[config.mk]
export PLATFORM = sky130hd
export DESIGN_NAME = counting_gen
export DESIGN_NICKNAME = d
export VERILOG_FILES = /design/src/rtl/counting_pkg.sv /design/src/rtl/counting_gen_gap_timer.sv /design/src/rtl/counting_gen.sv
export SDC_FILE = /design/constraint.sdc
export NUM_CORES = 1
export LEC_CHECK = 0
export CORE_ASPECT_RATIO = 1.4
export CORE_UTILIZATION = 31
export CTS_CLUSTER_DIAMETER = 200
export DETAILED_ROUTE_END_ITERATION = 16
export GPL_TIMING_DRIVEN = 0
export PLACE_DENSITY = 0.47
export SKIP_LAST_GASP = 1
export SLEW_MARGIN = 10
export SYNTH_ARGS = -nofsm -noshare
export SYNTH_HDL_FRONTEND = slang
export SYNTH_SLANG_ARGS = --single-unit
export TNS_END_PERCENT = 100
[constraint.sdc]
create_clock -name clk -period 2.55 [get_ports clk]
set_clock_uncertainty 0.1 [all_clocks]
set_input_delay 0.255 -clock clk [delete_from_list [all_inputs] [get_ports clk]]
set_output_delay 0.255 -clock clk [all_outputs]
set_load 0.02 [all_outputs]
[src/rtl/counting_pkg.sv]
// counting_pkg: shared types and symbol encoding for the 2-bit symbol stream
// used by counting_gen and by the 1,2,3 pattern detector.
// Contents: state_t enum, SYM_* symbol constants, GAP_W, sym_of() decode.
package counting_pkg;

   localparam int unsigned GAP_W = 4;

   localparam logic [1:0] SYM_IDLE = 2'd0;
   localparam logic [1:0] SYM_A    = 2'd1;
   localparam logic [1:0] SYM_B    = 2'd2;
   localparam logic [1:0] SYM_C    = 2'd3;

   typedef enum logic [2:0] {
      IDLE   = 3'd0,
      EMIT1  = 3'd1,
      EMIT2  = 3'd2,
      EMIT3  = 3'd3,
      GAPW   = 3'd4,
      DONE   = 3'd5,
      FLUSH1 = 3'd6,
      FLUSH2 = 3'd7
   } state_t;

   // Symbol driven on num while in a given state.
   function automatic logic [1:0] sym_of(state_t s);
      logic [1:0] sym;
      case (s)
         EMIT1, FLUSH1: sym = SYM_A;
         EMIT2:         sym = SYM_B;
         EMIT3, FLUSH2: sym = SYM_C;
         default:       sym = SYM_IDLE;
      endcase
      return sym;
   endfunction

endpackage

[src/rtl/counting_gen_gap_timer.sv]
// gap_timer: loadable down-counter with a zero flag, times the idle gap
// between events.
// Ports: clk, reset (async, active-high), load/load_val (load count),
//        dec (decrement when nonzero), zero_c (count == 0).
module gap_timer
   import counting_pkg::*;
(
   input  logic             clk,
   input  logic             reset,
   input  logic             load,
   input  logic [GAP_W-1:0] load_val,
   input  logic             dec,
   output logic             zero_c
);

   logic [GAP_W-1:0] count;

   // Load has priority; the counter parks at zero.
   always_ff @(posedge clk or posedge reset) begin
      if (reset) begin
         count <= '0;
      end else if (load) begin
         count <= load_val;
      end else if (dec && (count != '0)) begin
         count <= count - GAP_W'(1);
      end
   end

   assign zero_c = (count == '0);

endmodule

[src/rtl/counting_gen.sv]
// counting_gen: on an accepted start, emits cnt complete 1,2,3 events on the
// 2-bit symbol bus num, separated by GAP idle (0) symbols, then pulses done.
// Ports: clk, reset (async, active-high), start/cnt (command, accepted when
//        ready), ready (IDLE), busy (not IDLE/DONE), num (symbol bus),
//        done (completion pulse).
// Optional: define COUNTING_GEN_ABORT_EN to add input abort and output
//        aborted; an abort flushes the detector with 1,3 before DONE.
module counting_gen
   import counting_pkg::*;
#(
   parameter int unsigned CNT_W = 8,
   parameter int unsigned GAP   = 1
)
(
   input  logic             clk,
   input  logic             reset,
   input  logic             start,
   input  logic [CNT_W-1:0] cnt,
`ifdef COUNTING_GEN_ABORT_EN
   input  logic             abort,
   output logic             aborted,
`endif
   output logic             ready,
   output logic             busy,
   output logic [1:0]       num,
   output logic             done
);

   localparam logic [GAP_W-1:0] GAP_LOAD = (GAP == 0) ? '0 : GAP_W'(GAP - 1);

   state_t           state_q, state_d;
   logic [CNT_W-1:0] rem_q, rem_d;
   logic             gap_load, gap_dec, gap_zero_c;

   gap_timer u_gap_timer (
      .clk      (clk),
      .reset    (reset),
      .load     (gap_load),
      .load_val (GAP_LOAD),
      .dec      (gap_dec),
      .zero_c   (gap_zero_c)
   );

   // Next-state and remaining-count logic.
   always_comb begin
      state_d  = state_q;
      rem_d    = rem_q;
      gap_load = 1'b0;
      gap_dec  = 1'b0;
      case (state_q)
         IDLE: begin
            if (start) begin
               if (cnt != '0) begin
                  rem_d   = cnt;
                  state_d = EMIT1;
               end else begin
                  state_d = DONE;
               end
            end
         end
         EMIT1: state_d = EMIT2;
         EMIT2: state_d = EMIT3;
         EMIT3: begin
            // Guarded decrement keeps remaining from wrapping.
            if (rem_q != '0) rem_d = rem_q - CNT_W'(1);
            if (rem_d == '0) begin
               state_d = DONE;
            end else if (GAP == 0) begin
               state_d = EMIT1;
            end else begin
               gap_load = 1'b1;
               state_d  = GAPW;
            end
         end
         GAPW: begin
            if (gap_zero_c) state_d = EMIT1;
            else            gap_dec = 1'b1;
         end
         DONE:    state_d = IDLE;
         FLUSH1:  state_d = FLUSH2;
         FLUSH2:  state_d = DONE;
         default: state_d = IDLE;
      endcase
`ifdef COUNTING_GEN_ABORT_EN
      // Abort overrides any emitting state, including the last EMIT3.
      if (abort && (state_q inside {EMIT1, EMIT2, EMIT3, GAPW})) begin
         rem_d    = '0;
         gap_load = 1'b0;
         gap_dec  = 1'b0;
         state_d  = FLUSH1;
      end
`endif
   end

   // State register; outputs are registered decodes of the next state so
   // they track the state exactly with no input-to-output path.
   always_ff @(posedge clk or posedge reset) begin
      if (reset) begin
         state_q <= IDLE;
         rem_q   <= '0;
         num     <= SYM_IDLE;
         done    <= 1'b0;
         busy    <= 1'b0;
         ready   <= 1'b1;
`ifdef COUNTING_GEN_ABORT_EN
         aborted <= 1'b0;
`endif
      end else begin
         state_q <= state_d;
         rem_q   <= rem_d;
         num     <= sym_of(state_d);
         done    <= (state_d == DONE);
         busy    <= !(state_d inside {IDLE, DONE});
         ready   <= (state_d == IDLE);
`ifdef COUNTING_GEN_ABORT_EN
         aborted <= (state_d == DONE) && (state_q == FLUSH2);
`endif
      end
   end

endmodule

### Word-level counts from Yosys, hierarchy flattened

Index checks and enable logic that the tools add are counted.

| operators by class | value |
|---|---|
| bitwise logic cells | 0 |
| div/mod/pow operators | 0 |
| $add $sub $neg | 2 |
| multipliers | 0 |
| shift operators | 0 |
| reduce and logical (&&, ||, !) cells | 15 |
| equality and inequality tests | 15 |
| magnitude comparators | 0 |
| muxes and demuxes | 17 |

Operator list:

| cell | count |
|---|---|
| two-way mux 8 bit | 4 |
| one-hot mux 3 bit (8 select lines) | 1 |
| equality test 3 bit, second input constant | 7 |
| one-hot mux 8 bit (2 select lines) | 1 |
| nonzero test 8 bit | 2 |
| equality test 3 x 2 -> 1 bit, second input constant | 4 |
| two-way mux 3 bit | 3 |
| zero test 8 bit | 1 |
| two-way mux 4 bit | 2 |
| subtractor 8 x 1 -> 8 bit, second input constant | 1 |
| equality test 3 x 1 -> 1 bit, second input constant | 2 |
| zero test 3 bit | 2 |
| one-hot mux 2 bit (3 select lines) | 1 |
| nonzero test 2 bit | 3 |
| two-way mux 1 bit | 5 |
| zero test 4 bit | 1 |
| != test 2 bit, second input constant | 2 |
| nonzero test 4 bit | 1 |
| OR reduction 2 bit | 2 |
| subtractor 4 x 1 -> 4 bit, second input constant | 1 |
| AND reduction 3 bit | 1 |
| logical AND 1 bit | 1 |
| zero test 1 bit | 1 |

| storage, ports and cells | value |
|---|---|
| RAM bits | 0 |
| bits in latches | 0 |
| word-level logic and storage cells | 56 |
| input bits | 11 |
| ROM bits | 0 |
| memories kept | 0 |
| flip-flop bits (word level) | 20 |

### Depth between registers and ports, before layout

Gate-level depths: netlist of the first run.

| logic depth | value |
|---|---|
| depth in word-level cells | 9 |
| depth in mapped cells | 9 |
| depth with buffers taken out | 8 |

### Hierarchy

A second synthesis of the first run with hierarchy kept.

| second synthesis, totals | value |
|---|---|
| cells, all modules | 150 |
| area total of the unflattened synthesis | 1438.9 um^2 |

By module, submodules not included:

| module | cells each | area an instance (um^2) | instances |
|---|---|---|---|
| counting_gen | 122 | 1177.4 | 1 |
| gap_timer | 28 | 261.5 | 1 |

### Worst setup path before layout of the first run

OpenSTA, ideal clock, no wires.

| path | value |
|---|---|
| kind | flip-flop to flip-flop |
| start point | reg rem_q[0] |
| end point | reg num[0] |
| clock period less this slack | 1.953 ns |
| arrival time | 1.734 ns |
| setup slack | 0.597 ns |
| path buffers | 1 |
| library setup time | 0.119 ns |
| stages on the path, launching flop included | 10 |
| path through | dfrtp_1 > inv_1 > ha_1 > clkbuf_2 > nor4b_4 > a211oi_1 > o21ai_1 > o31ai_1 > a31o_2 > o21ba_1 |

| on the way | value |
|---|---|
| longest elaborated chain between the ends | 9 |
| elaborated cells between the ends (all ways) | 15 |
| classes of those cells | 1 x add/sub; 5 x eq/ne; 5 x mux; 4 x reduce/logical |

RTL lines:

| what | RTL line | RTL |
|---|---|---|
| start: declaration | counting_gen.sv:32 | `logic [CNT_W-1:0] rem_q, rem_d;` |
| start signal: assignment | counting_gen.sv:110 | `rem_q <= rem_d;` |
| subtractor 8 x 1 -> 8 bit / nonzero test 8 bit (equally long branches) | counting_gen.sv:65 | `if (rem_q != '0) rem_d = rem_q - CNT_W'(1);` |
| two-way mux 8 bit * | counting_gen.sv:65 |  |
| two-way mux 8 bit * | counting_gen.sv:50 | `case (state_q)` |
| zero test 8 bit * | counting_gen.sv:66 | `if (rem_d == '0) begin` |
| two-way mux 1 bit * | counting_gen.sv:66 |  |
| one-hot mux 3 bit (8 select lines) * | counting_gen.sv:50 |  |
| net state_d[0] | counting_gen.sv:31 | `state_t state_q, state_d;` |
| equality test 3 x 2 -> 1 bit, or another cell as far along | counting_pkg.sv:27 | `case (s)` |
| OR reduction 2 bit | counting_pkg.sv:27 |  |
| one-hot mux 2 bit (3 select lines) * | counting_pkg.sv:27 |  |
| end signal: assignment | counting_gen.sv:111 | `num <= sym_of(state_d);` |
| end: declaration | counting_gen.sv:25 | `output logic [1:0] num,` |

The timed path passes the listed nets; every way through them passes the cells marked *. The select of a mux whose other input is x is not followed.
A chain may end at the register's enable or synchronous reset.

### Final worst setup path of the first run

| path | value |
|---|---|
| start point | reg rem_q[0] |
| end point | reg rem_q[5] |

| on the way | value |
|---|---|
| longest elaborated chain between the ends | 4 |
| elaborated cells between the ends (all ways) | 5 |
| classes of those cells | 1 x add/sub; 3 x mux; 1 x reduce/logical |

RTL lines:

| what | RTL line |
|---|---|
| subtractor 8 x 1 -> 8 bit / nonzero test 8 bit (equally long branches) | counting_gen.sv:65 |
| two-way mux 8 bit * | counting_gen.sv:65 |
| two-way mux 8 bit * | counting_gen.sv:50 |
| one-hot mux 8 bit (2 select lines) * | counting_gen.sv:50 |

Every way passes the cells marked *; elsewhere a longest branch is shown, timed or not. The select of a mux whose other input is x is not followed.

==> metrics.cfg, run 1 <==
[timing]
rsz0062_at_grt = false
slew_headroom_pct = 47.2
tightestPinTransition_ns = 0.792
fin_crit_sh_pct = 90.1
clock.fmax_mhz = 435
setup_tns_ns = 0
post-route-min-period_ns = 2.30
finalSetupViolCount = 0
slew_viol_final = 0
hold_violations = 0

[logic_synthesis]
synth_compound_area_share_pct = 21.3
yosysSeqAreaShare_pct = 40.9
synth_simple_gate_area_share_pct = 23.6
synth_edf_count = 0
synth_area_mm2 = 0.00123
synth_seq_cells = 20
synthXorXnorAreaFrac_pct = 1.43
syn_area_per_cell_um2 = 9.22
synth_top_family_by_area = simple AND/OR/NAND/NOR gates
ys.flop_type = dfrtp_1
yosys_warnings = 0
synth_top_area_cell = dfrtp_1
synthAdderAreaFrac_pct = 2.04
syn_nets = 146
muxShareOfSynthArea_pct = 2.65
synth_top_area_share_pct = 38.8
synth_cells = 133
synth_area_leaders = dfrtp_1 39%, nor2_1 4.3%, a21oi_1 4.1%
synth-async-reset-ratio_pct = 100
ys_types = 46

[setup_path]
crit_arrival_ns = 2.35
setup.worst_path.start_class = flop
end_kind = flop
crit_required_ns = 2.60
worstPathMaxFanout = 9
worstSetupPathType = flop to flop

[cts]
cts_buffers = 3
cts_sinks = 20
htreeDepth = 1
cts_hold_buf = 0
cts_tree = yes
cts_resized = 0
clk_pin_slew_worst_paths_ns = 0.08
insertion_delay_ns = 0.26
clockBufferDepth = 2
cts_root_buffer = clkbuf_8
post-cts-setup-buffers = 0

[power_and_ir_drop]
ir_drop_mv = 0.584
total_power_mw = 1.77
leakage_nw = 0.639
p_per_area_mw_per_mm2 = 1170

[global_routing]
grt_pass1_vias = 934
grt_max_degree = 21
overflow = 0
grt_first_pass_wirelength_um = 4410
grt.total_usage_pct = 14.2
grt_antenna_before_repair = 0

[route]
drc = 0
dr.pass1.iters = 4
vias_per_cell = 5.31
drtIter0Drc = 12
routedWlPerCell_um = 14.0
routed_wl_um = 2710
vias = 1031
ant_nets = 0

[status]
outcome = finished, final reports clean

[floorplan]
die_h_um = 76.4
die_w_um = 55.2
rows = 26
start_util_pct = 33.1
dieArea_mm2 = 0.00421
ioPinCount = 16
core-area_mm2 = 0.00371

[min_path]
min_path_type = primary input to asynchronous set/reset pin

[final_layout]
fin_nets = 166
nFillCells = 376
drive_gt1_share_pct = 16.4
multi_input_comb_area_um2 = 637
layout.cells.most_common = dfrtp_1
final_cell_mix = 19 x dfrtp_1, 15 x clkdlybuf4s50_1, 14 x nor2_1, 12 x nand2_1, 10 x a21oi_1
register_area_um2 = 502
antennaDiodeCount = 0
synthToLayoutAreaGrowth_pct = 23.3

[place]
port-buffer-count = 15
gp_congestion = 0.834
dp_hpwl_um = 2050

[run]
maxCapViolCount = 0

## kinds of logic after synthesis
| family | count (synthesis) |
|---|---|
| AO/OA/AOI/OAI | 39 |
| AND/OR/NAND/NOR | 51 |
| flip-flops | 20 |
| buffers and inverters | 16 |
| multiplexers | 3 |
| adder cells (fa/ha/maj) | 2 |
| XOR/XNOR | 2 |
## state kept, by name (all words and copies together) (netlist names)
register / cells
busy: 1
u_gap_timer.count: 4
rem_q: 8
done: 1
ready: 1
state_q: 3
num: 2
## final cells by class
| cell class | instances | area share [%] |
|---|---|---|
| multi-input combinational | 97 | 42.1 |
| sequential | 20 | 33.2 |
| timing repair buffer | 15 | 9.93 |
| buffer | 7 | 4.30 |
| tap | 42 | 3.48 |
| clock buffer | 3 | 2.73 |
| inverter | 9 | 2.24 |
| clock inverter | 1 | 1.99 |
## where the power goes
part | total, mW | leakage (nW) | switching [mW] | internal [mW]
registers | 0.532 | 0.250 | 0.0955 | 0.436
logic | 0.920 | 0.354 | 0.503 | 0.417
clock network | 0.320 | 0.0357 | 0.110 | 0.210
total | 1.77 | 0.639 | 0.709 | 1.06
## worst max-delay path: stages (launching register included)
cell and delay [ns]:
dfrtp_1 0.46, inv_1 0.09, ha_1 0.14, clkbuf_2 0.19, nor4b_4 0.40, a31oi_1 0.35, nor2b_1 0.23, o21ai_0 0.16
nand2_1 0.06
## cells in the mapped netlist, types with 2 or more instances
| cell type | count |
|---|---|
| or4_4 | 2 |
| and3_1 | 2 |
| ha_1 | 2 |
| a31oi_1 | 2 |
| o31ai_1 | 2 |
| nand3_1 | 3 |
| nor2b_1 | 3 |
| buf_6 | 4 |
| nor3_1 | 3 |
| inv_1 | 9 |
| a211oi_1 | 2 |
| and2_1 | 2 |
| mux2_2 | 2 |
| dfrtp_1 | 19 |
| a32oi_1 | 2 |
| nor2_1 | 14 |
| a21oi_1 | 10 |
| o21ai_0 | 9 |
| o221a_1 | 2 |
| nand2_1 | 12 |
| buf_4 | 2 |
## worst paths after layout
path / startpoint / to / slack, ns / depth (start not counted)
worst max-delay path: rem_q[0]$_DFFE_PP0P_ / rem_q[5]$_DFFE_PP0P_ / 0.25 / 8
worst min-delay path: reset / num[1]$_DFF_PP0_ / 0.34 / 2
max in group asynchronous: reset / rem_q[2]$_DFFE_PP0P_ / 1.52 / 2
min in group clk: u_gap_timer.count[1]$_DFFE_PP0P_ / u_gap_timer.count[1]$_DFFE_PP0P_ / 0.43 / 2
worst min register to register: u_gap_timer.count[1]$_DFFE_PP0P_ / u_gap_timer.count[1]$_DFFE_PP0P_ / 0.43 / 2
worst max register to register: rem_q[0]$_DFFE_PP0P_ / rem_q[5]$_DFFE_PP0P_ / 0.25 / 8
## metrics by stage
| step | instances | instance area [um2] | util [%] | setup slack [ns] | hold WS, ns |
|---|---|---|---|---|---|
| global route | 194 | 1510 | 40.8 | 0.00811 | 0.439 |
| detailed placement | 190 | 1430 | 38.5 | 0.230 | 0.421 |
| finish | 194 | 1510 | 40.8 | 0.253 | 0.337 |
| floorplan | 133 | 1230 | - | 0.597 | 0.118 |
| CTS | 194 | 1500 | 40.5 | 0.215 | 0.383 |
| global placement | 190 | 1430 | 38.5 | 0.211 | 0.418 |
## routing by layer
layer  vias to the layer above  global-route usage [%]  wire, um
li1                        515                       -         -
met1                       491                    18.4      1190
met2                        20                    23.1      1400
met3                         5                    1.80        80
met4                         0                    5.25        42
met5                         -                       0         0
(Power assumes the default switching activity.)
==> run 2: changes to the inputs <==
CORE_MARGIN = 2   (was unset)
==> run 2 against run 1 <==
Compared with the run above: cell count rose by 0.52%; hold slack improved by 0.010 ns; critical path type unchanged; total power barely moved; largest power group unchanged; global-route usage fell by 0.70 points; critical path depth did not move.
==> metrics.cfg, run 2 (synthesis results as in run 1) <==
[timing]
hold_violations = 0  ; unchanged
slew_headroom_pct = 46.2  ; -0.92 points
tightestPinTransition_ns = 0.806  ; +0.0138 ns
slew_viol_final = 0  ; unchanged
rsz0062_at_grt = false
clock.fmax_mhz = 420  ; -3.5%
post-route-min-period_ns = 2.38  ; +0.0824 ns
worst_hold_slack_ns = 0.347  ; +0.0105 ns
setup_tns_ns = 0  ; unchanged
fin_crit_sh_pct = 93.3  ; +3.2 points
fin_ws_ns = 0.171  ; -0.0824 ns
finalSetupViolCount = 0  ; unchanged

[setup_path]
crit_arrival_ns = 2.43  ; +0.08 ns
end_kind = flop
r2r_end = busy$_DFF_PP0_
worstPathMaxFanout = 9  ; unchanged
r2r-start = rem_q[0]$_DFFE_PP0P_
r2r_slack_ns = 0.17  ; -0.08 ns
crit_required_ns = 2.60  ; about the same
crit_end = busy$_DFF_PP0_
crit_start = rem_q[0]$_DFFE_PP0P_
reg2regPathDepth = 8  ; unchanged
setup.worst_path.start_class = flop
worstSetupPathType = flop to flop

[global_routing]
grt_max_degree = 21  ; unchanged
grt_pass1_vias = 1076  ; +15%
overflow = 0  ; unchanged
grt_first_pass_wirelength_um = 4840  ; +9.8%
grt_antenna_before_repair = 0  ; unchanged
grt.total_usage_pct = 13.5  ; -0.70 points

[route]
routedWlPerCell_um = 14.5  ; +4.0%
vias = 1047  ; +1.6%
dr.pass1.iters = 4  ; unchanged
drtIter0Drc = 31  ; +19
drc = 0  ; unchanged
ant_nets = 0  ; unchanged
routed_wl_um = 2840  ; +4.5%
vias_per_cell = 5.37  ; +1.0%

[cts]
cts_buffers = 3  ; unchanged
insertion_delay_ns = 0.26  ; about the same
clk_pin_slew_worst_paths_ns = 0.08  ; about the same
cts_hold_buf = 0  ; unchanged
cts_root_buffer = clkbuf_8
clockBufferDepth = 2  ; unchanged
htreeDepth = 1  ; unchanged
cts_tree = yes
cts_sinks = 20  ; unchanged

[place]
dp_hpwl_um = 2110  ; +3.0%
dpl_cell_area_mm2 = 0.00143  ; about the same
port-buffer-count = 15  ; unchanged
dpl.cell_count = 191  ; +0.53%
gp_congestion = 0.829  ; -0.59%
pre_cts_ws_ns = 0.202  ; -0.0285 ns

[floorplan]
ioPinCount = 16  ; unchanged
die_h_um = 78.4  ; +2.6%
rows = 27  ; +3.8%
dieArea_mm2 = 0.00448  ; +6.3%
core-area_mm2 = 0.00385  ; +3.8%
start_util_pct = 31.8  ; -1.2 points
die_w_um = 57.2  ; +3.6%

[final_layout]
layout.cells.most_common = dfrtp_1
reg.largest.list = rem_q: 8 flops, u_gap_timer.count: 4 flops, state_q: 3 flops
top_register = rem_q
utilization_pct = 39.1  ; -1.6 points
design_area_mm2 = 0.00151  ; -0.25%
antennaDiodeCount = 0  ; unchanged
largest_reg_flops = 8  ; unchanged
drive_gt1_share_pct = 15.8  ; -0.66 points
stdcell_count = 195  ; +0.52%
final_cell_mix = 19 x dfrtp_1, 15 x clkdlybuf4s50_1, 14 x nor2_1, 12 x nand2_1, 10 x a21oi_1
fin_nets = 166  ; unchanged
synthToLayoutAreaGrowth_pct = 23.0

[power_and_ir_drop]
leakage_nw = 0.637  ; -0.29%
ir_drop_mv = 0.505  ; -14%
total_power_mw = 1.77  ; about the same
p_per_area_mw_per_mm2 = 1180  ; +0.28%

[status]
outcome = finished, final reports clean

[min_path]
min_path_type = primary input to asynchronous set/reset pin

[run]
maxCapViolCount = 0  ; unchanged

## run 2: area by class of cell
type                            instances  area [um2]
Tap cell                               43        53.8
Inverter                                9        33.8
Multi-Input combinational cell         97         632
Clock inverter                          1        30.0
Sequential cell                        20         502
Clock buffer                            3        41.3
Fill cell                             411        2340
Timing Repair Buffer                   15         150
Buffer                                  7        65.1
## run 2: power breakdown
part           switching [mW]  leakage [nW]  internal [mW]
combinational           0.506         0.352          0.415
clock                   0.111        0.0357          0.209
sequential             0.0948         0.250          0.436
total                   0.712         0.637           1.06
## run 2: what timing repair did
action,CTS,global route
endpoints found under the setup margin,0,4
gates resized for setup,0,1
endpoints found under the hold margin,0,0
setup buffers,0,0
## run 2: how the worst min path moves through the flow
stage,startpoint,endpoint,slack [ns],cells after the start
2_1_floorplan,reset,busy$_DFF_PP0_,0.12,1
3_3_place_gp,u_gap_timer.count[1]$_DFFE_PP0P_,u_gap_timer.count[1]$_DFFE_PP0P_,0.42,2
3_5_place_dp,u_gap_timer.count[1]$_DFFE_PP0P_,u_gap_timer.count[1]$_DFFE_PP0P_,0.43,2
4_1_cts,reset,state_q[1]$_DFF_PP0_,0.40,2
5_1_grt,reset,num[1]$_DFF_PP0_,0.44,2
6_report,reset,u_gap_timer.count[3]$_DFFE_PP0P_,0.35,2
## run 2: per-layer routing
metal,up-vias,track usage (%),routed length (um)
met2,12,23.9,1520
met5,-,0,0
met1,516,16.6,1240
met3,2,1.98,58
met4,0,4.19,19
li1,517,-,-
## run 2: worst max-delay path, cell delays in order (launching register included)
cell and delay, ns:
dfrtp_1 0.46, inv_1 0.10, ha_1 0.14, clkbuf_2 0.20, nor4b_4 0.40, nand2_1 0.14, o31ai_1 0.38, a31o_2 0.27
a21oi_1 0.07
==> run 3: changes to the inputs <==
MAX_ROUTING_LAYER = met4   (was unset)
SLEW_MARGIN = 20   (was 10)
==> results of run 3 <==
Same layout as run 2: the final DEF is identical, and so are final timing and power.
Main changes from that run: final weighted congestion in routability-driven placement 0.829 -> 0.842; overall routing resource usage 13.5% -> 13.9%
